### src/rtl/mod_cache_arbiter.sv
// mod_cache_arbiter: round-robin arbiter sharing one memory port between an
// instruction cache (port 0) and a data cache (port 1), one transaction at a time.
module mod_cache_arbiter #(
  parameter int REQ_WIDTH  = 64,
  parameter int RESP_WIDTH = 512,
  parameter int TAG_WIDTH  = 13
) (
  input  logic                  clk,
  input  logic                  reset,
  input  logic [REQ_WIDTH-1:0]  i_req,
  input  logic [TAG_WIDTH-1:0]  i_reqtag,
  input  logic                  i_reqcyc,
  output logic                  i_reqack,
  output logic [RESP_WIDTH-1:0] i_resp,
  output logic [TAG_WIDTH-1:0]  i_resptag,
  output logic                  i_respcyc,
  input  logic                  i_respack,
  input  logic [REQ_WIDTH-1:0]  d_req,
  input  logic [TAG_WIDTH-1:0]  d_reqtag,
  input  logic                  d_reqcyc,
  output logic                  d_reqack,
  output logic [RESP_WIDTH-1:0] d_resp,
  output logic [TAG_WIDTH-1:0]  d_resptag,
  output logic                  d_respcyc,
  input  logic                  d_respack,
  output logic [REQ_WIDTH-1:0]  m_req,
  output logic [TAG_WIDTH-1:0]  m_reqtag,
  output logic                  m_reqcyc,
  input  logic                  m_reqack,
  input  logic [RESP_WIDTH-1:0] m_resp,
  input  logic [TAG_WIDTH-1:0]  m_resptag,
  input  logic                  m_respcyc,
  output logic                  m_respack
);
  typedef enum logic [1:0] {IDLE, MREQ, MWAIT, CRESP} state_t;
  state_t                state_q, state_d;
  logic                  owner_q, owner_d, last_q, last_d, win;
  logic [REQ_WIDTH-1:0]  m_req_q, m_req_d;
  logic [TAG_WIDTH-1:0]  m_reqtag_q, m_reqtag_d;
  logic                  m_reqcyc_q, m_reqcyc_d;
  logic                  i_reqack_q, i_reqack_d, d_reqack_q, d_reqack_d;
  logic [RESP_WIDTH-1:0] i_resp_q, i_resp_d, d_resp_q, d_resp_d;
  logic [TAG_WIDTH-1:0]  i_resptag_q, i_resptag_d, d_resptag_q, d_resptag_d;
  logic                  i_respcyc_q, i_respcyc_d, d_respcyc_q, d_respcyc_d;
  assign m_req     = m_req_q;
  assign m_reqtag  = m_reqtag_q;
  assign m_reqcyc  = m_reqcyc_q;
  assign i_reqack  = i_reqack_q;
  assign d_reqack  = d_reqack_q;
  assign i_resp    = i_resp_q;
  assign d_resp    = d_resp_q;
  assign i_resptag = i_resptag_q;
  assign d_resptag = d_resptag_q;
  assign i_respcyc = i_respcyc_q;
  assign d_respcyc = d_respcyc_q;
  assign m_respack = m_respcyc && state_q == MWAIT;
  always_comb begin
    state_d     = state_q;
    owner_d     = owner_q;
    last_d      = last_q;
    m_req_d     = m_req_q;
    m_reqtag_d  = m_reqtag_q;
    m_reqcyc_d  = m_reqcyc_q;
    i_reqack_d  = 1'b0;
    d_reqack_d  = 1'b0;
    i_resp_d    = i_resp_q;
    d_resp_d    = d_resp_q;
    i_resptag_d = i_resptag_q;
    d_resptag_d = d_resptag_q;
    i_respcyc_d = i_respcyc_q;
    d_respcyc_d = d_respcyc_q;
    // on contention the requester that did not win last time gets the grant
    win = (i_reqcyc && d_reqcyc) ? ~last_q : d_reqcyc;
    case (state_q)
      IDLE: if (i_reqcyc || d_reqcyc) begin
        owner_d    = win;
        last_d     = win;
        m_req_d    = win ? d_req : i_req;
        m_reqtag_d = win ? d_reqtag : i_reqtag;
        m_reqcyc_d = 1'b1;
        state_d    = MREQ;
      end
      MREQ: if (m_reqack) begin
        m_reqcyc_d = 1'b0;
        i_reqack_d = ~owner_q;
        d_reqack_d = owner_q;
        state_d    = MWAIT;
      end
      MWAIT: if (m_respcyc) begin
        if (owner_q) begin
          d_resp_d    = m_resp;
          d_resptag_d = m_resptag;
          d_respcyc_d = 1'b1;
        end else begin
          i_resp_d    = m_resp;
          i_resptag_d = m_resptag;
          i_respcyc_d = 1'b1;
        end
        state_d = CRESP;
      end
      CRESP: if (owner_q ? d_respack : i_respack) begin
        i_respcyc_d = 1'b0;
        d_respcyc_d = 1'b0;
        state_d     = IDLE;
      end
      default: state_d = IDLE;
    endcase
  end
  always_ff @(posedge clk or negedge reset) begin
    if (!reset) begin
      state_q     <= IDLE;
      owner_q     <= 1'b0;
      last_q      <= 1'b1;
      m_req_q     <= '0;
      m_reqtag_q  <= '0;
      m_reqcyc_q  <= 1'b0;
      i_reqack_q  <= 1'b0;
      d_reqack_q  <= 1'b0;
      i_resp_q    <= '0;
      d_resp_q    <= '0;
      i_resptag_q <= '0;
      d_resptag_q <= '0;
      i_respcyc_q <= 1'b0;
      d_respcyc_q <= 1'b0;
    end else begin
      state_q     <= state_d;
      owner_q     <= owner_d;
      last_q      <= last_d;
      m_req_q     <= m_req_d;
      m_reqtag_q  <= m_reqtag_d;
      m_reqcyc_q  <= m_reqcyc_d;
      i_reqack_q  <= i_reqack_d;
      d_reqack_q  <= d_reqack_d;
      i_resp_q    <= i_resp_d;
      d_resp_q    <= d_resp_d;
      i_resptag_q <= i_resptag_d;
      d_resptag_q <= d_resptag_d;
      i_respcyc_q <= i_respcyc_d;
      d_respcyc_q <= d_respcyc_d;
    end
  end
endmodule

### config.mk
export PLATFORM = sky130hd
export DESIGN_NAME = mod_cache_arbiter
export DESIGN_NICKNAME = d
export VERILOG_FILES = /design/src/rtl/mod_cache_arbiter.sv
export SDC_FILE = /design/constraint.sdc
export NUM_CORES = 1
export LEC_CHECK = 0
export ABC_AREA = 1
export CORE_AREA = 3 3 703 705
export CTS_CLUSTER_SIZE = 30
export DETAILED_ROUTE_END_ITERATION = 12
export DIE_AREA = 0 0 706 708
export PLACE_DENSITY = 0.3
export REMOVE_ABC_BUFFERS = 1
export SYNTH_ARGS = -nofsm -noshare
export SYNTH_HDL_FRONTEND = slang
export SYNTH_SLANG_ARGS = --single-unit
### constraint.sdc
create_clock -name clk -period 1.5 [get_ports clk]
set_input_delay 0.3 -clock clk [delete_from_list [all_inputs] [get_ports clk]]
set_output_delay 0.3 -clock clk [all_outputs]
set_load 0.005 [all_outputs]
==> results.md <==
* Outcome: finished with violations
* Failing checks: negative setup slack
* Final setup viols at 2,265
* Die ar. at 500,000 sq um
* Routed Antenna Nets at 0
* R2R depth at 13
* Vias per inst at 3.15
* Max_cap viols at 0
* Critical Path, Cell by Cell: inv_2 -> buf_4 -> buf_6 -> ha_4 -> nand2_4 -> inv_4 -> nand2_8 -> buf_16 -> buf_12 -> clkbuf_16 -> buf_8 -> nand2_1 -> o21ai_1
* Hold Path End: d_resptag[7]
* Mapped Avg Cell Area at 9.69 sq um
* Port buffer count at 1,819
* Largest net degree at the start of global routing at 87
* Filler Cell Count at 54,600
* Worst-Margin Slew at 0.598 ns
* Reg clk slew, reported paths at 0.07 ns
* Hold path depth at 3
* Fmax at 471 MHz
* Number of global-route vias before repair at 43,100
* FF-to-FF Start: state_q[0]
* # rows at 257
* Finished Cell Area at 85,300 sq um
* Initial Utilization at 8.86%
* Worst-case clock buffer depth at 4
* Power Density at 2060 nW/um^2
* Slack of the critical path at -0.624 ns
* Synth-to-Final Area Change at 96.8%
* First-pass GRT wire length at 467 mm
* Multi-input gate area at 11,300 sq um
* CP required at 2.17 ns
* Via count at 43,300
* Share of cells above drive strength 1 at 30.9%
* Total GRT Usage at 14.1%
* Die width at 706 um
* Worst vdd ir at 0.000922 V
* Post-synth cell types at 22
* CP Launch Point: state_q[0]
* CORE AREA at 489,000 sq um
* Crit Path Category: register to register
* CP startpoint kind: register
* Final Slew Violations at 0
* Setup crit end kind: register
* GRT overflow at 0
* Slew headroom at 60.1%
* Dpl cells at 12,800
* Critical Path AT at 2.79 ns
* Final min period at 2.12 ns
* Hold Crit Start: m_resptag[7]
* Synthesis Warnings at 0
* DRC viols at 0
* TritonCTS clock tree: yes
* Seq/Total Area, Yosys at 65.6%
* P_leak at 40.6 nW
* Min-delay worst type: input port to register
* Ports at 1,820
* Clk Latency, worst-skew pair at 0.84 ns
* Fin util at 17.4%
* RSZ-0062 raised after global routing: true
* Root Buffer: clkbuf_16
* Clock Sinks at 1,136
* Final Hold Vio Count at 0
* DIE HEIGHT at 708 um
* Synthesized area at 43,400 sq um
* RePlAce Congestion at 0.902
* CTS HTree Levels at 4
* Crit path max-delay cell type: dfrtp_1
* DR pass1 iterations at 5
* Setup TNS at -641.61 ns
* DPL Wire Length at 315 mm
* Post-DP Area at 73,500 sq um
* Total power draw at 176 mW
* Worst R2R Setup Slack at -0.62 ns
* 1st-iter DRT viols at 2,752
* Nets at 7,822
* WL per Instance at 27.9 um
* Crit-path max FO at 9
* Post-synthesis cell count at 4,475
* Post-Route WL at 384 mm
* Tcrit/Tclk final at 142%
* R2R Path End: d_resp[172]
* Yosys reg bits at 1,136
* Initial antenna violation count at 231
* FF/Latch Area at 28,500 sq um
* Post-Layout Cell Count at 13,800
* Total CTS buffers at 159
* Max incr delay on CP at 0.39 ns
* Final Skew at 0.0614 ns
-- worst max-delay path: cells and delay by family, from the launching register on --
family,cells,cell delay [ns]
flops,1,0.39
simple gates,3,0.20
buf+inv,8,1.06
fa+ha+maj,1,0.15
compound gates,1,0.05
-- cells in the mapped netlist --
library cell  count  area (sq um)
a21oi_1           1          5.00
a31oi_1           1          6.26
buf_1            64           240
buf_2            42           210
buf_4            55           413
buf_6            58           653
clkbuf_1         46           173
dfrtp_1        1135         28400
dfstp_2           1          26.3
ha_1              6          75.1
inv_1           612          2300
inv_2             4          15.0
nand2_1        1302          4890
nand2_2           2          12.5
nand3_1           6          30.0
nand4_1           4          25.0
nor2_1            6          22.5
o211ai_1         77           578
o21ai_0          50           250
o21ai_1        1001          5010
o21ai_4           1          16.3
or2_2             1          6.26
-- state kept, by name, summed over array words and instances, names as in the netlist, 2 cells and up --
signal,cells
d_resp,512
d_resptag,13
i_resp,512
i_resptag,13
m_req,64
m_reqtag,13
state_q,2
-- cell families (layout without fill, tap and decap cells) --
family	count (synthesis)	count (layout)	synth area share, %
compound gates	1131	1131	13.5
buf+inv	881	3664	9.23
fa+ha+maj	6	6	0.173
simple gates	1321	1321	11.5
flops	1136	1136	65.6
other cells	0	38	0
-- power breakdown --
| group | switching, mW | internal [mW] |
|---|---|---|
| sequential | 12.4 | 44.7 |
| combinational | 37.8 | 41.0 |
| clock | 16.4 | 23.5 |
-- final cells by class --
class,instances,area share (%)
timing repair buffer,2758,34.7
clock inverter,57,0.843
antenna,38,0.111
sequential,1136,33.4
clock buffer,233,5.47
inverter,616,2.71
multi-input combinational,2458,13.3
tap,6475,9.50
-- placed cells by master, fill, tap and decap left out, drive strengths merged, types with 4 or more instances in the layout --
master / Yosys / layout
buf: 219 / 1764
bufinv: 0 / 10
clkbuf: 46 / 296
clkdlybuf4s50: 0 / 685
clkinv: 0 / 39
clkinvlp: 0 / 6
dfrtp: 1135 / 1135
diode: 0 / 38
dlygate4sd3: 0 / 245
ha: 6 / 6
inv: 616 / 618
nand2: 1304 / 1304
nand3: 6 / 6
nand4: 4 / 4
nor2: 6 / 6
o211ai: 77 / 77
o21ai: 1052 / 1052
-- repair_timing --
item                                   in CTS  in global routing
endpoints found under the hold margin    1490                  0
hold buffers                              245                  0
setup endpoints to repair                2252               2264
buffers inserted                          266                 44
pin swaps                                   1                  2
resized for setup                        4868                219
gates cloned                                0                 84
-- per-stage QoR --
stage	setup WS, ns	hold slack, ns
finish	-0.624	0.105
floorplan	-9.19	0.00441
CTS	-0.757	0.000414
detailed placement	-0.715	0.398
global route	-0.695	0.0413
global placement	-0.733	0.399
-- layer usage --
| layer | vias up | part of all wire (%) | track usage [%] |
|---|---|---|---|
| met5 | - | 0.21 | 0 |
| li1 | 19500 | - | - |
| met3 | 524 | 8.7 | 5.37 |
| met1 | 21400 | 40 | 16.7 |
| met2 | 1726 | 49 | 24.5 |
| met4 | 124 | 2.2 | 2.41 |
-- worst max-delay path by stage --
| stage | to | slack, ns |
|---|---|---|
| final | d_resp[172] | -0.62 |
| after global routing | m_respack | -0.69 |
| after CTS | m_respack | -0.76 |
| after detailed placement | i_resp[85] | -0.72 |
| after global placement | i_resp[10] | -0.73 |
| after floorplan | d_resp[0] | -9.19 |
(Power assumes the default switching activity.)
